--- config.mk ---
export PLATFORM = sky130hd
export DESIGN_NAME = sim_exit_monitor
export DESIGN_NICKNAME = d
export VERILOG_FILES = /design/src/rtl/sim_exit_pkg.sv /design/src/rtl/sim_exit_satcnt.sv /design/src/rtl/sim_exit_monitor.sv
export SDC_FILE = /design/constraint.sdc
export NUM_CORES = 1
export LEC_CHECK = 0
export ABC_CLOCK_PERIOD_IN_PS = 10490
export CAP_MARGIN = 5
export CORE_MARGIN = 5
export CORE_UTILIZATION = 51
export DETAILED_ROUTE_END_ITERATION = 12
export PLACE_DENSITY = 0.95
export SLEW_MARGIN = 10
export SYNTH_ARGS = -nofsm -noshare
export SYNTH_HDL_FRONTEND = slang
export SYNTH_SLANG_ARGS = --single-unit
--- constraint.sdc ---
create_clock -name clk -period 10.49 [get_ports clk]
set_input_delay 2.6225 -clock clk [delete_from_list [all_inputs] [get_ports clk]]
set_output_delay 2.6225 -clock clk [all_outputs]
set_load 0.1 [all_outputs]
--- src/rtl/sim_exit_pkg.sv ---
// rtl/sim_exit_pkg.sv - shared types and constants for the end-of-test monitor
package sim_exit_pkg;

    typedef enum logic [1:0] {
        RUN    = 2'd0,
        SETTLE = 2'd1,
        DONE   = 2'd2
    } exit_state_e;

    localparam logic [31:0] DEFAULT_TOHOST_PC   = 32'h8000_0086;
    localparam logic [31:0] DEFAULT_TOHOST_ADDR = 32'h8000_1000;
    localparam logic [31:0] PASS_X3             = 32'd1;

    function automatic logic is_pass_code(input logic [31:0] v);
        return v == PASS_X3;
    endfunction

endpackage

--- src/rtl/sim_exit_satcnt.sv ---
// rtl/sim_exit_satcnt.sv - saturating up-counter with clear and freeze
module sim_exit_satcnt #(
    parameter int W = 32
) (
    input  logic         clk,
    input  logic         rst,
    input  logic         inc,
    input  logic         clr,
    input  logic         freeze,
    output logic [W-1:0] count
);

    always_ff @(posedge clk or posedge rst) begin
        if (rst) begin
            count <= '0;
        end else if (clr) begin
            count <= '0;
        end else if (inc && !freeze && (count != {W{1'b1}})) begin
            count <= count + W'(1);
        end
    end

endmodule

--- src/rtl/sim_exit_monitor.sv ---
// rtl/sim_exit_monitor.sv - end-of-test monitor: tohost PC hits, settle, x3 verdict, timeout
// Optional tohost store termination when SIM_EXIT_TOHOST_STORE_EN is defined.
module sim_exit_monitor
    import sim_exit_pkg::*;
#(
    parameter logic [31:0] TOHOST_PC   = DEFAULT_TOHOST_PC,
    parameter int          HIT_TARGET  = 8,
    parameter int          SETTLE_CYC  = 4,
    parameter logic [31:0] TIMEOUT_CYC = 32'd50000,
    parameter int          CNT_W       = 32
`ifdef SIM_EXIT_TOHOST_STORE_EN
    ,
    parameter logic [31:0] TOHOST_ADDR = DEFAULT_TOHOST_ADDR
`endif
) (
    input  logic             clk,
    input  logic             cpurst,
    input  logic             inst_valid,
    input  logic [31:0]      inst_pc,
    input  logic [31:0]      x3_val,
`ifdef SIM_EXIT_TOHOST_STORE_EN
    input  logic             st_valid,
    input  logic [31:0]      st_addr,
    input  logic [31:0]      st_data,
`endif
    output logic [CNT_W-1:0] cycle_count,
    output logic [CNT_W-1:0] instret_count,
    output logic [7:0]       hit_count,
    output logic             done,
    output logic             pass,
    output logic             timeout,
    output logic [31:0]      result_x3
);

    localparam logic [CNT_W-1:0] TIMEOUT_LAST = CNT_W'(TIMEOUT_CYC - 32'd1);
    localparam logic [3:0]       SETTLE_INIT  = 4'(SETTLE_CYC);
    localparam logic [8:0]       HIT_FINAL    = 9'(HIT_TARGET);

    exit_state_e state, state_next;
    logic [3:0]  settle_cnt, settle_next;
    logic        hit, final_hit, timeout_hit;
    logic        store_hit;
    logic [31:0] store_data;
    logic        enter_done;
    logic        v_pass, v_timeout;
    logic [31:0] v_x3;

    assign hit         = inst_valid && (inst_pc == TOHOST_PC);
    assign final_hit   = hit && (({1'b0, hit_count} + 9'd1) == HIT_FINAL);
    assign timeout_hit = (cycle_count == TIMEOUT_LAST);

`ifdef SIM_EXIT_TOHOST_STORE_EN
    assign store_hit  = st_valid && (st_addr == TOHOST_ADDR) && (st_data != 32'd0);
    assign store_data = st_data;
`else
    assign store_hit  = 1'b0;
    assign store_data = 32'd0;
`endif

    // Priority in RUN: tohost store, then final PC hit, then timeout.
    always_comb begin
        state_next  = state;
        settle_next = settle_cnt;
        enter_done  = 1'b0;
        v_pass      = 1'b0;
        v_timeout   = 1'b0;
        v_x3        = x3_val;
        case (state)
            RUN: begin
                if (store_hit) begin
                    state_next = DONE;
                    enter_done = 1'b1;
                    v_pass     = is_pass_code(store_data);
                    v_x3       = store_data >> 1;
                end else if (final_hit) begin
                    if (SETTLE_CYC == 0) begin
                        state_next = DONE;
                        enter_done = 1'b1;
                        v_pass     = is_pass_code(x3_val);
                    end else begin
                        state_next  = SETTLE;
                        settle_next = SETTLE_INIT;
                    end
                end else if (timeout_hit) begin
                    state_next = DONE;
                    enter_done = 1'b1;
                    v_timeout  = 1'b1;
                end
            end
            SETTLE: begin
                if (settle_cnt == 4'd0) begin
                    state_next = DONE;
                    enter_done = 1'b1;
                    v_pass     = is_pass_code(x3_val);
                end else begin
                    settle_next = settle_cnt - 4'd1;
                end
            end
            DONE: begin
                state_next = DONE;
            end
            default: begin
                state_next = RUN;
            end
        endcase
    end

    always_ff @(posedge clk or posedge cpurst) begin
        if (cpurst) begin
            state      <= RUN;
            settle_cnt <= 4'd0;
            done       <= 1'b0;
            pass       <= 1'b0;
            timeout    <= 1'b0;
            result_x3  <= 32'd0;
        end else begin
            state      <= state_next;
            settle_cnt <= settle_next;
            if (enter_done) begin
                done      <= 1'b1;
                pass      <= v_pass;
                timeout   <= v_timeout;
                result_x3 <= v_x3;
            end
        end
    end

    // The cycle counter stops on the DONE entry edge so a timeout reads TIMEOUT_CYC-1;
    // retire and hit counters still take the instruction seen on that edge.
    sim_exit_satcnt #(.W(CNT_W)) u_cycle_cnt (
        .clk    (clk),
        .rst    (cpurst),
        .inc    (1'b1),
        .clr    (1'b0),
        .freeze (state_next == DONE),
        .count  (cycle_count)
    );

    sim_exit_satcnt #(.W(CNT_W)) u_instret_cnt (
        .clk    (clk),
        .rst    (cpurst),
        .inc    (inst_valid),
        .clr    (1'b0),
        .freeze (state == DONE),
        .count  (instret_count)
    );

    sim_exit_satcnt #(.W(8)) u_hit_cnt (
        .clk    (clk),
        .rst    (cpurst),
        .inc    (hit),
        .clr    (1'b0),
        .freeze (state == DONE),
        .count  (hit_count)
    );

endmodule

==> summary.md, run 1 <==
| Metric | Value |
|---|---|
| Drt total wl | `15200 um` |
| Routed vias/inst | `5.800` |
| H-tree levels | `4` |
| Worst vdd rail ir drop | `0.00009866 V` |
| Worst path depth | `7` |
| Avg WL per Cell | `18.40 um` |
| Syn-to-layout area delta | `43.25%` |
| Core area | `0.01079 mm2` |
| Die height | `114.5 um` |
| Clock slew at reported path FFs | `0.05 ns` |
| Post-synth EDFFs | `0` |
| Final total power | `1.286 mW` |
| Cell Chain, Critical Path | `clkdlybuf4s50_1, nor4b_1, nand4_1, or3_4, o31ai_4, nand2_4, or2_2` |
| Largest net degree at the start of global routing | `70` |
| CTS tree | `done` |
| Post-Synthesis Cell Area | `0.005572 mm2` |
| WHS | `0.5078 ns` |
| Worst skew pair latency | `0.51 ns` |
| Top delay family on crit path | `simple AND/OR/NAND/NOR gates` |
| Slew HR | `31.94%` |
| 1st-pass router iterations | `5` |
| Hold Fails Final Rpt | `0` |
| Reg2Reg Depth | `7` |
| Delay of the slowest cell on the worst path | `0.44 ns` |
| Die area | `0.01311 mm2` |
| Hold path cells | `2` |
| Fill count | `708` |
| Hold-fix buffers, CTS | `0` |
| Number of global-route vias before repair | `4988` |
| Leakage | `3.383 nW` |
| Gpl congestion | `0.8659` |
| Pins Over Slew Limit | `0` |
| Setup Crit Path Kind | `input port to flip-flop` |
| Clock root buffer | `clkbuf_8` |
| Final ANT Viol Nets | `0` |
| I/O Buffers | `173` |
| DP Worst Slack | `4.948 ns` |
| Synth top area cells | `dfrtp_1 (51%), mux2_4 (7.8%), xnor2_1 (6.3%)` |
| Synth Area per Inst | `11.32 um2` |
| Setup crit start kind | `input port` |
| NumNets Final | `744` |
| Final clock skew | `0.009736 ns` |
| Post-cts resize count | `0` |
| Yosys top cell area share | `50.75%` |
| RSZ-0062 raised after global routing | `no` |
| Sequential-to-total area share from yosys stat | `50.75%` |
| Sum Neg Setup Slack | `0 ns` |
| Final critical-path share of the clock period | `47.69%` |
| Total gr overflow | `0` |
| First-pass GRT wire length | `24900 um` |
| Fmax | `199.9 MHz` |
| Synth Instances | `492` |
| Hold Crit Class | `flip-flop to flip-flop` |
| Yosys top cell by area | `dfrtp_1` |
| Top Ports | `174` |
| Status | `complete, no violations` |
| Seq cells post-synth | `113` |
| Layout cells sized above 1 | `11.37%` |
| Commonest non-fill, non-tap cell in the layout | `clkdlybuf4s50_1` |
| Starting Density | `51.62%` |
| Critical Path RT | `10.87 ns` |
| ANT cells | `0` |
| Num CTS Buffers | `17` |
| # rows | `38` |
| Ys flop type | `dfrtp_1` |
| CTS sink count | `113` |
| Initial antenna violation count | `0` |
| Setup slack after layout | `5.487 ns` |
| Clock Tree Buf Depth | `2` |
| Asr flop ratio synth | `100.0%` |
| Hpwl dp | `11280 um` |
| Ys Warns | `0` |
| CP endpoint kind | `flip-flop` |
| Critical Path AT | `5.39 ns` |
| Worst slew pin tran | `1.018 ns` |
| Residual DRC count | `0` |
| Minimum clock period | `5.003 ns` |
| Distinct cells, synth | `44` |
| Critical path's slowest cell | `nor4b_1` |
| Postcts setup bufs | `0` |
| Initial DRC count | `301` |
| Critical path buffer and inverter count | `1` |
| Max cap viols | `0` |
| Pwr/cell area | `161.1 mW/mm2` |
| DIE WIDTH | `114.5 um` |
| Most frequent cells in the layout | `clkdlybuf4s50_1 (173), dfrtp_1 (113), xnor2_1 (40)` |
| Syn nets | `563` |
| DR vias | `4791` |
| Maximum fanout along the worst path | `33` |
| GRT Overall Usage | `23.80%` |
| # setup viols final | `0` |
-- through the flow --
step           cell area [um2]  std cells  util, %
2_1_floorplan             5572        492        -
3_3_place_gp              7420        794    68.75
3_5_place_dp              7420        794    68.75
4_1_cts                   7981        826    73.95
5_1_grt                   7981        826    73.95
6_report                  7981        826    73.95
-- sequential cells by signal (all words and copies together), names as in the netlist --
register,count
done,1
settle_cnt,4
u_cycle_cnt.count,32
result_x3,32
pass,1
u_instret_cnt.count,32
state,2
timeout,1
u_hit_cnt.count,8
-- cells in the mapped netlist (all sizes together), types with 3 or more instances --
library cell and count:
inv 10, nand4 34, nand3 26, and4 11, and3 20, or3 3, buf 4, clkbuf 8
o21ai 4, nor4b 11, xor2 27, dfrtp 113, or2 4, mux2 35, xnor2 40, nand2b 3
nand2 38, nor4 29, and2 8, ha 4, nor2 27, nor3 12
-- power by group --
group          internal [mW]  switching [mW]  leakage (nW)
clock network          0.347           0.193         0.273
registers              0.456          0.0230          1.44
logic                 0.0775           0.189          1.67
-- metal layers --
layer	part of all wire (%)	vias to the layer above	routed length, um	GRT usage (%)
li1	-	2176	-	-
met1	39	2358	5992	29.17
met2	52	228	7852	41.40
met3	6.9	29	1054	5.180
met4	2.0	0	299	8.234
met5	0	-	0	0
-- logic make-up after synthesis --
family	count (synthesis)	share of synthesized area, %
AO/OA/AOI/OAI	14	2.178
XOR/XNOR	67	10.53
adder cells (fa/ha/maj)	4	0.8983
buffers and inverters	22	1.909
flip-flops	113	50.75
multiplexers	37	9.387
AND/OR/NAND/NOR	235	24.34
-- cell type report --
cell class              instances  area (um2)  area share (%)
well taps                     140       175.2           2.195
inverters                      10       40.04          0.5016
repair buffers                174        1739           21.79
flip-flops and latches        113        2828           35.43
multi-input cells             357        2638           33.05
clock inverters                11       112.6           1.411
clock buffers                  21       449.2           5.628
-- worst reg2reg max path, cell delays in order, from the launching register on --
cell and delay (ns):
dfrtp_1 0.40, inv_1 0.07, ha_1 0.19, nor4bb_1 0.40
nor2b_1 0.73, nor2_1 0.42, nand3_1 0.27, mux2_2 0.35
-- path summary, 6_finish.rpt --
kind                                from  slack [ns]                endpoint
min in group asynchronous         cpurst        2.52           result_x3[29]
max                           inst_pc[0]        5.49                    done
min                              timeout        0.51                 timeout
max reg2reg                settle_cnt[0]        7.54    u_cycle_cnt.count[1]
min reg2reg                      timeout        0.51                 timeout
max in group asynchronous         cpurst        6.67  u_instret_cnt.count[2]
No activity file was read; power rests on OpenSTA's default activity.
==> run 2: changes to the inputs <==
ABC_CLOCK_PERIOD_IN_PS = 4400   (was 10490)
CORE_UTILIZATION = 42   (was 51)
PLACE_DENSITY = 0.85   (was 0.95)
clock period = 4.4 ns   (was 10.49 ns; I/O delays follow)
==> run 2 against run 1 <==
Effect of this change:
- routed wire length shrank 0.39%
- clock skew shrank 0.0016 ns
- first-iteration DRC count grew 26%
- via count shrank 2.3%
- die area grew 19%
- critical path depth is the same
==> summary.md, run 2 (synthesis results as in run 1) <==
| Metric | Value |
|---|---|
| Critical path's slowest cell | `mux2_4` |
| H-tree levels | `4 (unchanged)` |
| Critical Path RT | `4.69 ns (-6.18 ns)` |
| Final Cell Area | `0.008055 mm2 (+0.93%)` |
| Setup crit end | `result_x3[23]` |
| NumNets Final | `747 (+0.40%)` |
| Hold-fix buffers, CTS | `0 (unchanged)` |
| Top Ports | `174 (unchanged)` |
| Initial antenna violation count | `0 (unchanged)` |
| Clock root buffer | `clkbuf_16` |
| Delay of the slowest cell on the worst path | `0.45 ns (about the same)` |
| # rows | `42 (+11%)` |
| CTS sink count | `113 (unchanged)` |
| Clock slew at reported path FFs | `0.05 ns (about the same)` |
| Most frequent cells in the layout | `clkdlybuf4s50_1 (173), dfrtp_1 (113), xnor2_1 (40)` |
| Largest net degree at the start of global routing | `85 (+21%)` |
| Fin cells | `865 (+4.7%)` |
| Setup crit start kind | `input port` |
| Core area | `0.01314 mm2 (+22%)` |
| Clock Tree Buf Depth | `2 (unchanged)` |
| GRT Overall Usage | `19.60% (-4.2 points)` |
| Cell Chain, Critical Path | `clkdlybuf4s50_1, nor4b_1, nand4_1, or3_4, o31ai_4, nand2_4, mux2_4` |
| Post-cts resize count | `0 (unchanged)` |
| Final clock skew | `0.008139 ns (-0.001597 ns)` |
| Sw frac | `31.34% (-0.20 points)` |
| Residual DRC count | `0 (unchanged)` |
| Sum Neg Setup Slack | `0 ns (unchanged)` |
| Worst slew pin tran | `1.041 ns (+0.02300 ns)` |
| Num CTS Buffers | `17 (unchanged)` |
| Drt total wl | `15140 um (-0.39%)` |
| Final critical-path share of the clock period | `77.04%` |
| Psw | `959.2 uW (+140%)` |
| Pins Over Slew Limit | `0 (unchanged)` |
| Critical Path AT | `3.68 ns (-1.71 ns)` |
| Hold Crit Class | `flip-flop to flip-flop` |
| First-pass GRT wire length | `25110 um (+0.86%)` |
| RR Endpoint | `u_cycle_cnt.count[1]` |
| 1st-pass router iterations | `5 (unchanged)` |
| Number of global-route vias before repair | `4733 (-5.1%)` |
| Initial DRC count | `378 (+26%)` |
| Placed cell area | `0.007487 mm2 (+0.91%)` |
| Leakage | `3.405 nW (+0.67%)` |
| Setup Crit Path Kind | `input port to flip-flop` |
| Postcts setup bufs | `0 (unchanged)` |
| Internal Power | `2.101 mW (+140%)` |
| DR vias | `4681 (-2.3%)` |
| CTS tree | `done` |
| I/O Buffers | `173 (unchanged)` |
| Reg2Reg Depth | `7 (unchanged)` |
| Avg WL per Cell | `17.50 um (-4.9%)` |
| Clock share of power | `42.2% (+0.2 points)` |
| DIE WIDTH | `125.2 um (+9.3%)` |
| Pwr/cell area | `380.0 mW/mm2 (+140%)` |
| ANT cells | `0 (unchanged)` |
| Final ANT Viol Nets | `0 (unchanged)` |
| Commonest non-fill, non-tap cell in the layout | `clkdlybuf4s50_1` |
| Final total power | `3.061 mW (+140%)` |
| Critical Path Source | `inst_pc[5]` |
| Die height | `125.2 um (+9.3%)` |
| Worst skew pair latency | `0.41 ns (-0.10 ns)` |
| Max cap viols | `0 (unchanged)` |
| CP endpoint kind | `flip-flop` |
| Die area | `0.01567 mm2 (+19%)` |
| Layout cells sized above 1 | `11.90% (+0.53 points)` |
| Fmax | `295.0 MHz` |
| Hpwl dp | `11100 um (-1.6%)` |
| Maximum fanout along the worst path | `33 (unchanged)` |
| Hold Fails Final Rpt | `0 (unchanged)` |
| R2R Setup Slk | `1.51 ns (-6.03 ns)` |
| RSZ-0062 raised after global routing | `no` |
| Total gr overflow | `0 (unchanged)` |
| Minimum clock period | `3.390 ns` |
| Sequential share of power | `37.1% (about the same)` |
| Placed cells | `833 (+4.9%)` |
| R2r startpoint | `settle_cnt[0]` |
| Routed vias/inst | `5.412 (-6.7%)` |
| Top Registers | `result_x3 (32), u_cycle_cnt.count (32), u_instret_cnt.count (32)` |
| Starting Density | `42.41% (-9.2 points)` |
| Slew HR | `30.62% (-1.3 points)` |
| Gpl congestion | `0.8462 (-2.3%)` |
| Syn-to-layout area delta | `44.58%` |
| # setup viols final | `0 (unchanged)` |
| Logic pwr share | `20.8% (about the same)` |
| Worst vdd rail ir drop | `0.0001773 V (+80%)` |
| Status | `complete, no violations` |
run 2: worst min-delay path by stage:
stage                        startpoint            end  slack (ns)  cells past startpoint
final                              done           done        0.46                      1
after global routing               done           done        0.50                      1
after CTS                          done           done        0.47                      1
after detailed placement           done           done        0.45                      1
after global placement             done           done        0.45                      1
after floorplan           settle_cnt[0]  settle_cnt[0]        0.47                      1
run 2: per-layer routing:
metal	global-route usage, %	up-vias	wire length [um]
li1	-	2177	-
met1	25.30	2288	6428
met2	31.86	197	7507
met3	5.458	19	981
met4	6.824	0	221
met5	0	-	0
run 2: final cells by class:
type	count	area [um2]
flip-flops and latches	113	2828
multi-input cells	357	2638
repair buffers	177	1762
clock inverters	10	83.83
clock buffers	22	484.2
well taps	176	220.2
inverters	10	40.04
fillers	1027	5082
run 2: worst max-delay path, delay by kind of cell:
| kind | cells | cell delay [ns] |
|---|---|---|
| AND/OR/NAND/NOR | 4 | 1.36 |
| multiplexers | 1 | 0.45 |
| buffers and inverters | 1 | 0.43 |
| AO/OA/AOI/OAI | 1 | 0.30 |
run 2: metrics by stage:
step                      worst slack [ns]  util, %  hold WS (ns)
after floorplan                     0.3126        -        0.4728
final                                1.010    61.31        0.4617
after global placement              0.5800    56.99        0.4520
after CTS                           0.9643    61.31        0.4665
after detailed placement            0.5457    56.99        0.4536
after global routing                0.8827    61.31        0.5044
run 2: power groups by stage:
stage	combinational (mW)	sequential, mW	clock [mW]
2_1_floorplan	0.110	1.47	0
3_3_place_gp	0.627	1.15	0
3_5_place_dp	0.636	1.15	0
4_1_cts	0.638	1.14	1.31
5_1_grt	0.660	1.14	1.36
6_report	0.635	1.13	1.29
